### src/rtl/fifo_pkg.sv
// fifo_pkg: shared FIFO helpers (clog2, lane order, status-flag struct) for the FIFO family
package fifo_pkg;
    localparam bit LANE_LSB_FIRST = 1'b1;
    typedef struct packed {
        logic full;
        logic empty;
        logic afull;
        logic aempty;
    } fifo_status_t;
    function automatic int clog2(input int v);
        int r;
        r = 0;
        while ((1 << r) < v) r = r + 1;
        return r;
    endfunction
endpackage

### src/rtl/fifo_wconv_sc_if.sv
// fifo_wconv_sc_if: producer/consumer bus of the width-upsizing FIFO
//   master: drives pi_data, pi_flag, rdreq (and flush when WCONV_FLUSH_EN), observes status/data
//   slave : the FIFO side, drives po_data, wrusedw, rdusedw and the full/empty/threshold flags
interface fifo_wconv_sc_if #(
    parameter int IN_W  = 8,
    parameter int RATIO = 2,
    parameter int DEPTH = 128
);
    import fifo_pkg::*;
    localparam int OUT_W = IN_W * RATIO;
    logic [IN_W-1:0]                 pi_data;
    logic                            pi_flag;
    logic                            rdreq;
`ifdef WCONV_FLUSH_EN
    logic                            flush;
`endif
    logic [OUT_W-1:0]                po_data;
    logic [clog2(DEPTH*RATIO):0]     wrusedw;
    logic [clog2(DEPTH):0]           rdusedw;
    logic                            wrfull, rdfull, wrempty, rdempty, wr_afull, rd_aempty;
    modport master (
        output pi_data, pi_flag, rdreq,
`ifdef WCONV_FLUSH_EN
        output flush,
`endif
        input po_data, wrusedw, rdusedw, wrfull, rdfull, wrempty, rdempty, wr_afull, rd_aempty
    );
    modport slave (
        input pi_data, pi_flag, rdreq,
`ifdef WCONV_FLUSH_EN
        input flush,
`endif
        output po_data, wrusedw, rdusedw, wrfull, rdfull, wrempty, rdempty, wr_afull, rd_aempty
    );
endinterface

### src/rtl/sdp_ram.sv
// sdp_ram: simple dual-port RAM, one write port and one registered read port
//   clk, rst : clock, sync active-high reset (clears the read register only)
//   we_i/waddr_i/wdata_i : write port
//   re_i/raddr_i/rdata_o : read port, rdata_o updates one cycle after re_i and holds otherwise
module sdp_ram
    import fifo_pkg::*;
#(
    parameter int W = 16,
    parameter int D = 128
) (
    input  logic                  clk,
    input  logic                  rst,
    input  logic                  we_i,
    input  logic [clog2(D)-1:0]   waddr_i,
    input  logic [W-1:0]          wdata_i,
    input  logic                  re_i,
    input  logic [clog2(D)-1:0]   raddr_i,
    output logic [W-1:0]          rdata_o
);
    logic [W-1:0] mem [D];
    logic [W-1:0] rdata_q;
    always_ff @(posedge clk) begin
        if (we_i) mem[waddr_i] <= wdata_i;
    end
    always_ff @(posedge clk) begin
        if (rst) rdata_q <= '0;
        else if (re_i) rdata_q <= mem[raddr_i];
    end
    assign rdata_o = rdata_q;
endmodule

### src/rtl/fifo_wconv_sc.sv
// fifo_wconv_sc: single-clock FIFO packing RATIO narrow input words into one wide stored word
//   sys_clk, sys_rst : clock, sync active-high reset (discards contents incl. partial word)
//   bus (slave)      : pi_data/pi_flag write side, rdreq/po_data read side (1-cycle latency),
//                      wrusedw (input-word units), rdusedw (output words), full/empty/threshold flags
//   Optional macro WCONV_FLUSH_EN adds bus.flush to commit a partially packed word zero-filled.
module fifo_wconv_sc
    import fifo_pkg::*;
#(
    parameter int IN_W      = 8,
    parameter int RATIO     = 2,
    parameter int DEPTH     = 128,
    parameter int AFULL_TH  = 120,
    parameter int AEMPTY_TH = 4
) (
    input logic            sys_clk,
    input logic            sys_rst,
    fifo_wconv_sc_if.slave bus
);
    localparam int OUT_W = IN_W * RATIO;
    localparam int AW    = clog2(DEPTH);
    localparam int LW    = clog2(RATIO);
    logic [AW:0]                  stored_q, stored_d;
    logic [AW-1:0]                wr_ptr_q, rd_ptr_q;
    logic [LW-1:0]                pack_cnt_q, pack_cnt_d, lane;
    logic [RATIO-1:0][IN_W-1:0]   packer_q, packer_d;
    logic                         wr_en, rd_en, commit, flush_ok;
    fifo_status_t                 st;
    assign st.full   = stored_q == (AW+1)'(DEPTH);
    assign st.empty  = stored_q == '0;
    assign st.afull  = stored_q >= (AW+1)'(AFULL_TH);
    assign st.aempty = stored_q <= (AW+1)'(AEMPTY_TH);
    assign wr_en = bus.pi_flag & ~st.full;
    assign rd_en = bus.rdreq & ~st.empty;
`ifdef WCONV_FLUSH_EN
    // A flush only commits if there is something in the packer (already or arriving this cycle)
    assign flush_ok = bus.flush & ~st.full & (wr_en | (pack_cnt_q != '0));
`else
    assign flush_ok = 1'b0;
`endif
    assign lane   = LANE_LSB_FIRST ? pack_cnt_q : LW'(RATIO-1) - pack_cnt_q;
    assign commit = (wr_en & (pack_cnt_q == LW'(RATIO-1))) | flush_ok;
    always_comb begin
        packer_d = packer_q;
        if (wr_en) packer_d[lane] = bus.pi_data;
    end
    assign pack_cnt_d = commit ? '0 : pack_cnt_q + LW'(wr_en);
    assign stored_d   = stored_q + (AW+1)'(commit) - (AW+1)'(rd_en);
    // The packer is cleared on commit so lanes not yet filled always read as zero
    always_ff @(posedge sys_clk) begin
        if (sys_rst) begin
            stored_q   <= '0;
            wr_ptr_q   <= '0;
            rd_ptr_q   <= '0;
            pack_cnt_q <= '0;
            packer_q   <= '0;
        end else begin
            stored_q   <= stored_d;
            wr_ptr_q   <= wr_ptr_q + AW'(commit);
            rd_ptr_q   <= rd_ptr_q + AW'(rd_en);
            pack_cnt_q <= pack_cnt_d;
            packer_q   <= commit ? '0 : packer_d;
        end
    end
    sdp_ram #(.W(OUT_W), .D(DEPTH)) u_ram (
        .clk     (sys_clk),
        .rst     (sys_rst),
        .we_i    (commit),
        .waddr_i (wr_ptr_q),
        .wdata_i (packer_d),
        .re_i    (rd_en),
        .raddr_i (rd_ptr_q),
        .rdata_o (bus.po_data)
    );
    assign bus.wrusedw   = {stored_q, pack_cnt_q};
    assign bus.rdusedw   = stored_q;
    assign bus.wrfull    = st.full;
    assign bus.rdfull    = st.full;
    assign bus.wrempty   = st.empty & (pack_cnt_q == '0);
    assign bus.rdempty   = st.empty;
    assign bus.wr_afull  = st.afull;
    assign bus.rd_aempty = st.aempty;
endmodule

### src/flat_wrapper.sv
// flat-port wrapper written by rule: the top's interface ports become plain ports
module fifo_wconv_sc_flat import fifo_pkg::*;
#(
    parameter int IN_W      = 8,
    parameter int RATIO     = 2,
    parameter int DEPTH     = 128,
    parameter int AFULL_TH  = 120,
    parameter int AEMPTY_TH = 4
)
  (sys_clk, sys_rst, bus_pi_data, bus_pi_flag, bus_rdreq, bus_po_data, bus_wrusedw, bus_rdusedw, bus_wrfull, bus_rdfull, bus_wrempty, bus_rdempty, bus_wr_afull, bus_rd_aempty);
  fifo_wconv_sc_if #(.IN_W(IN_W), .RATIO(RATIO), .DEPTH(DEPTH)) bus_i ();
  input logic sys_clk;
  input logic sys_rst;
  input wire logic [$bits(bus_i.pi_data)-1:0] bus_pi_data;
  input wire logic [$bits(bus_i.pi_flag)-1:0] bus_pi_flag;
  input wire logic [$bits(bus_i.rdreq)-1:0] bus_rdreq;
  output wire logic [$bits(bus_i.po_data)-1:0] bus_po_data;
  output wire logic [$bits(bus_i.wrusedw)-1:0] bus_wrusedw;
  output wire logic [$bits(bus_i.rdusedw)-1:0] bus_rdusedw;
  output wire logic [$bits(bus_i.wrfull)-1:0] bus_wrfull;
  output wire logic [$bits(bus_i.rdfull)-1:0] bus_rdfull;
  output wire logic [$bits(bus_i.wrempty)-1:0] bus_wrempty;
  output wire logic [$bits(bus_i.rdempty)-1:0] bus_rdempty;
  output wire logic [$bits(bus_i.wr_afull)-1:0] bus_wr_afull;
  output wire logic [$bits(bus_i.rd_aempty)-1:0] bus_rd_aempty;
  assign bus_i.pi_data = bus_pi_data;
  assign bus_i.pi_flag = bus_pi_flag;
  assign bus_i.rdreq = bus_rdreq;
  assign bus_po_data = bus_i.po_data;
  assign bus_wrusedw = bus_i.wrusedw;
  assign bus_rdusedw = bus_i.rdusedw;
  assign bus_wrfull = bus_i.wrfull;
  assign bus_rdfull = bus_i.rdfull;
  assign bus_wrempty = bus_i.wrempty;
  assign bus_rdempty = bus_i.rdempty;
  assign bus_wr_afull = bus_i.wr_afull;
  assign bus_rd_aempty = bus_i.rd_aempty;
  fifo_wconv_sc #(.IN_W(IN_W), .RATIO(RATIO), .DEPTH(DEPTH), .AFULL_TH(AFULL_TH), .AEMPTY_TH(AEMPTY_TH)) u_core (.sys_clk(sys_clk), .sys_rst(sys_rst), .bus(bus_i));
endmodule
### config.mk
export PLATFORM = sky130hd
export DESIGN_NAME = fifo_wconv_sc_flat
export DESIGN_NICKNAME = d
export VERILOG_FILES = /design/src/rtl/fifo_pkg.sv /design/src/rtl/fifo_wconv_sc_if.sv /design/src/rtl/sdp_ram.sv /design/src/rtl/fifo_wconv_sc.sv /design/src/flat_wrapper.sv
export SDC_FILE = /design/constraint.sdc
export NUM_CORES = 2
export LEC_CHECK = 0
export ABC_AREA = 1
export CORE_MARGIN = 10
export CORE_UTILIZATION = 45
export DETAILED_ROUTE_END_ITERATION = 10
export PLACE_DENSITY = 0.6
export SYNTH_ARGS = -nofsm -noshare
export SYNTH_HDL_FRONTEND = slang
export SYNTH_SLANG_ARGS = --single-unit
### constraint.sdc
create_clock -name sys_clk -period 19.2 [get_ports sys_clk]
set_input_delay 5.76 -clock sys_clk [delete_from_list [all_inputs] [get_ports sys_clk]]
set_output_delay 5.76 -clock sys_clk [all_outputs]
set_load 0.01 [all_outputs]
== Yosys cells after proc, flatten, opt, wreduce, memory -nomap -nowiden ==
Memories as Yosys holds them, arrays and structs flattened. A register that Yosys moved wholly into a read port is not among the register bits.
Index checks and enable logic that the tools add are counted.

* Equality and inequality tests: 1
* Muxes and demuxes: 6
* Reductions and logical operators: 3
* Order comparisons: 4
* Add/sub/neg operators: 5
* Bitwise operators: 7

{| class="wikitable"
|+ Operators with widths
! operator !! count
|-
| 16-bit bitwise mux || 1
|-
| 16-bit 2-to-1 mux || 1
|-
| 7-bit by 1-bit adder with 7-bit output || 2
|-
| 8-bit by 1-bit adder with 8-bit output || 1
|-
| 8-bit demux with 1-bit select || 1
|-
| 8-bit == test (second input constant) || 1
|-
| 8-bit by 7-bit >= comparator with 1-bit output (second input constant) || 1
|-
| 8-bit by 3-bit less-or-equal comparator with 1-bit output (second input constant) || 1
|-
| 8-bit zero test || 1
|-
| 8-bit 2-to-1 mux || 1
|-
| 8-bit by 1-bit subtractor with 8-bit output || 1
|-
| 1-bit AND || 4
|-
| 1-bit NOT || 3
|-
| 1-bit by 2-bit less-than comparator with 1-bit output (second input constant) || 1
|-
| 1-bit 2-to-1 mux || 2
|-
| 2-bit OR reduction || 1
|-
| 1-bit adder || 1
|-
| 1-bit >= comparator (second input constant) || 1
|-
| 1-bit logical AND || 1
|}

* Input port bits: 12
* Bits in writable memories: 2048
* Register bits after elaboration: 39
* Memories kept: 1
* Output and inout bits: 39

{| class="wikitable"
|+ Memory list
! name !! words !! width !! rd ports !! clocked after memory_dff !! write ports !! RTL line !! RTL
|-
| u_core.u_ram.mem || 128 || 16 || 1 || 1 || 1 || sdp_ram.sv:20 || <nowiki>logic [W-1:0] mem [D];</nowiki>
|}

== Depth between registers and ports, before layout ==
* Word-level depth: 6
* Mapped depth: 22

== Hierarchy ==
A second synthesis with hierarchy kept.

* Cells, all modules: 7189
* Area total of the unflattened synthesis: 85283.0 um2

{| class="wikitable"
|+ By module, submodules not included
! module !! area each (um2) !! seq. area each (um2) !! instances !! cells each
|-
| sdp_ram || 82934.5 || 61819.3 || 1 || 6862
|-
| fifo_wconv_sc || 2348.5 || 780.7 || 1 || 327
|}

== Worst setup path after synthesis ==
Ideal clock, no wire load.

* Path kind: input to register
* Start: input bus_pi_flag
* End: memory u_core.u_ram.mem[0][13], data pin
* Data required time: 18.304 ns
* Setup time: 0.896 ns
* Slack: 8.459 ns
* Arrival: 9.845 ns
* Stages on the path: 6
* Cells stage by stage: nand2_1 > nor2_1 > buf_2 > or2_2 > inv_1 > a21oi_1

{| class="wikitable"
|+ RTL lines
! what !! RTL line !! RTL
|-
| start, declared || flat_wrapper.sv:15 || <nowiki>input wire logic [$bits(bus_i.pi_flag)-1:0] bus_pi_flag;</nowiki>
|-
| end, declared || sdp_ram.sv:20 ||
|}

==> reports/qor.csv <==
metric;value;unit
maxSlewViolCount;0;
grt_setup_unrepaired;no;
drcViolationCount;0;
setup-violations-final;0;
fill_cells;17012;
synth_seq_cells;2103;
worstMarginPinSlew;1.378;ns
synthMostInstantiatedCell;nand2_1;
maxCapViolations;0;
path_cells;clkdlybuf4s50_1 -> nand2_1 -> nor2_2 -> or2_2 -> inv_1 -> a21oi_4 -> buf_4 -> buf_4;
clk_pin_slew;0.06;ns
wl_per_cell;23.04;um
num_vias;58649;
ios;51;
clock_path_buffers;3;
fin_tns_setup;0;ns
p_switching;3.624;mW
r2r-start;u_core.rd_ptr_q[0]$_SDFF_PP0_;
synthFlopType;edfxtp_1;
cp.arrival;9.88;ns
syn_nets;8138;
dieArea;213900;sq um
hold_buffers;0;
relSlewSlack;7.788;%
post_cts_resized;0;
grt_pass1_wl;367800;um
final_cells;10916;
grt_pass1_vias;55271;
synth-edff-count;2048;
die_w;462.5;um
p_leak;37.44;nW
yosysTopAreaCell;edfxtp_1;
p_clk_share;34.9;%
ys_warn_count;0;
fin_worst_skew;0.05416;ns
r2r_end;u_core.u_ram.rdata_o[14]$_SDFFE_PP0P_;
path_buf_inv;4;
finalNetCount;8139;
critical-path-top-delay-family;buffers and inverters;
switching_share;30.49;%
area_delta_synth_final;11.67;%
place_hpwl;143000;um
pre_cts_ws;8.977;ns
power.share.combinational;19.7;%
insertion_delay;0.86;ns
post_cts_buffers;0;
yosys.area.top_type_share;69.78;%
clock_sinks;2103;
cts_root_buf;clkbuf_16;
cts_tree;done;
firstDrtPassIters;6;
hold_class;reg2reg;
ant_nets;0;
hold_depth;2;
grt_max_degree;223;
synth.distinct_cells;31;
viasPerCell;5.373;
ys_seq_area_share;71.03;%
ys_async_sr_fraction;0;%
dp_cells;10512;
synthCells;8104;
fin_ws;9.820;ns
hold_violations;0;
synth_area;88130;sq um
ff2ff_setup_slack;12.70;ns
critPathLaunchType;input pin;
required;19.70;ns
end_kind;flip-flop;
crit_type;in2reg;
period_share;48.86;%
status;finished clean;
core;194800;sq um
hold_end;u_core.u_ram.rdata_o[3]$_SDFFE_PP0P_;
std_cell_rows;162;
synthTopCellsByArea;edfxtp_1, nand2_1, nor2_1, nand3_1, inv_1;
hold_path.startpoint;u_core.u_ram.rdata_o[3]$_SDFFE_PP0P_;
cpMostUsedCell;buf_4;
critPathMaxStageDelay;0.91;ns
synthTopCellsByCount;nand2_1, edfxtp_1, nor2_1, inv_1, nand3_1;
cts_buffers;212;
initial_core_util;45.24;%
pwr-share-seq;45.4;%
wl;251500;um
h-tree-depth;4;
cp_max_fo;57;
globalplace.congestion;0.9021;
gr-usage-all-layers;22.65;%
ir_drop;0.00008597;V
drt_iter0_drc;6870;
reg2reg_depth;15;
die_y;462.5;um
slowest_stage;nor2_2;
power.density;120.8;nW/um^2
multiInputGateArea;20630;sq um
portBuffers;50;
drive_gt1_share;6.708;%
syn_avg_cell_area;10.87;sq um
antenna_found_initial;9;
p_int;8.262;mW
regArea;62610;sq um
period_needed;9.380;ns
overflow;0;
max_freq;106.6;MHz
## placed cells by master, fill, tap and decap left out, types with 3 or more instances in the layout
master / instances
o21ai_0: 503
nor2_2: 9
or2_2: 22
o211ai_1: 106
nand3_1: 680
nor3_1: 8
inv_6: 8
a21oi_4: 16
a21oi_1: 137
diode_2: 3
clkbuf_8: 3
dfxtp_4: 3
nand2_1: 2125
clkbuf_16: 214
clkinv_1: 55
bufinv_16: 23
inv_16: 5
clkinv_2: 33
edfxtp_1: 2048
inv_1: 743
ha_1: 21
buf_12: 10
nand2_2: 7
inv_4: 3
dfxtp_1: 52
buf_4: 183
clkbuf_1: 47
clkinvlp_4: 8
nor2_1: 1114
clkdlybuf4s50_1: 50
o21ai_1: 33
## cell type report
type                    count  share of cell area, %
flip-flops and latches   2103                  63.62
multi-input cells        4793                  20.96
clock buffers             264                  5.663
well taps                2624                  3.336
inverters                 751                  2.896
repair buffers            244                  2.119
clock inverters           134                  1.388
diodes                      3               0.007629
## power by group through the flow
stage	clock network (mW)	logic, mW	registers [mW]
finish	4.14	2.35	5.40
global route	4.38	2.55	5.40
CTS	4.20	2.34	5.40
detailed placement	0	2.34	5.49
global placement	0	2.32	5.49
floorplan	0	1.41	5.54
## layer usage
layer	vias up	track usage, %	wire length, um
met2	2470	36.08	117000
met1	28558	30.60	102800
met5	-	0	51
li1	27108	-	-
met3	505	4.067	20170
met4	8	9.579	11410
## how the worst max path moves through the flow
| stage | end | startpoint | slack (ns) | depth (start not counted) |
|---|---|---|---|---|
| final | u_core.u_ram.mem[23][14]$_DFFE_PP_ | bus_pi_flag | 9.82 | 8 |
| after CTS | u_core.u_ram.mem[21][14]$_DFFE_PP_ | bus_pi_flag | 9.85 | 8 |
| after floorplan | u_core.u_ram.mem[0][13]$_DFFE_PP_ | bus_pi_flag | 8.46 | 6 |
| after detailed placement | u_core.u_ram.mem[21][14]$_DFFE_PP_ | bus_pi_flag | 8.98 | 8 |
| after global placement | u_core.u_ram.mem[20][14]$_DFFE_PP_ | bus_pi_flag | 9.01 | 8 |
| after global routing | u_core.u_ram.mem[22][14]$_DFFE_PP_ | bus_pi_flag | 9.66 | 8 |
## registers in the layout, indices dropped and copies added (netlist names)
name                  cells
u_core.bus.rdusedw        8
u_core.lane               1
u_core.packer_q          16
u_core.u_ram.mem       2048
u_core.rd_ptr_q           7
u_core.u_ram.rdata_o     16
u_core.wr_ptr_q           7
## stage by stage
step                hold WS, ns  area (sq um)  utilization [%]  power, mW
floorplan                0.4854         88130                -      6.953
global placement         0.5101         91420            46.93      7.811
detailed placement       0.5330         91420            46.93      7.830
CTS                      0.5412         98360            50.50      11.94
global route             0.5826         98400            50.52      12.33
finish                   0.5458         98410            50.52      11.89
## worst reg2reg max path, delay by kind of cell (launching register included)
kind	cells	cell delay [ns]
AO/OA/AOI/OAI	3	0.56
buffers and inverters	5	4.03
flip-flops	1	0.77
AND/OR/NAND/NOR	7	1.08
## logic make-up after synthesis
logic type / share of synthesized area (%)
xor gates and xnor gates: 0.009940
AOI/OAI and AO/OA: 4.875
DFF: 71.03
buffers and inverters: 5.811
and+or+nand+nor: 17.95
adders and majority gates: 0.3209
Note: power is estimated with default switching activity, not from simulation.
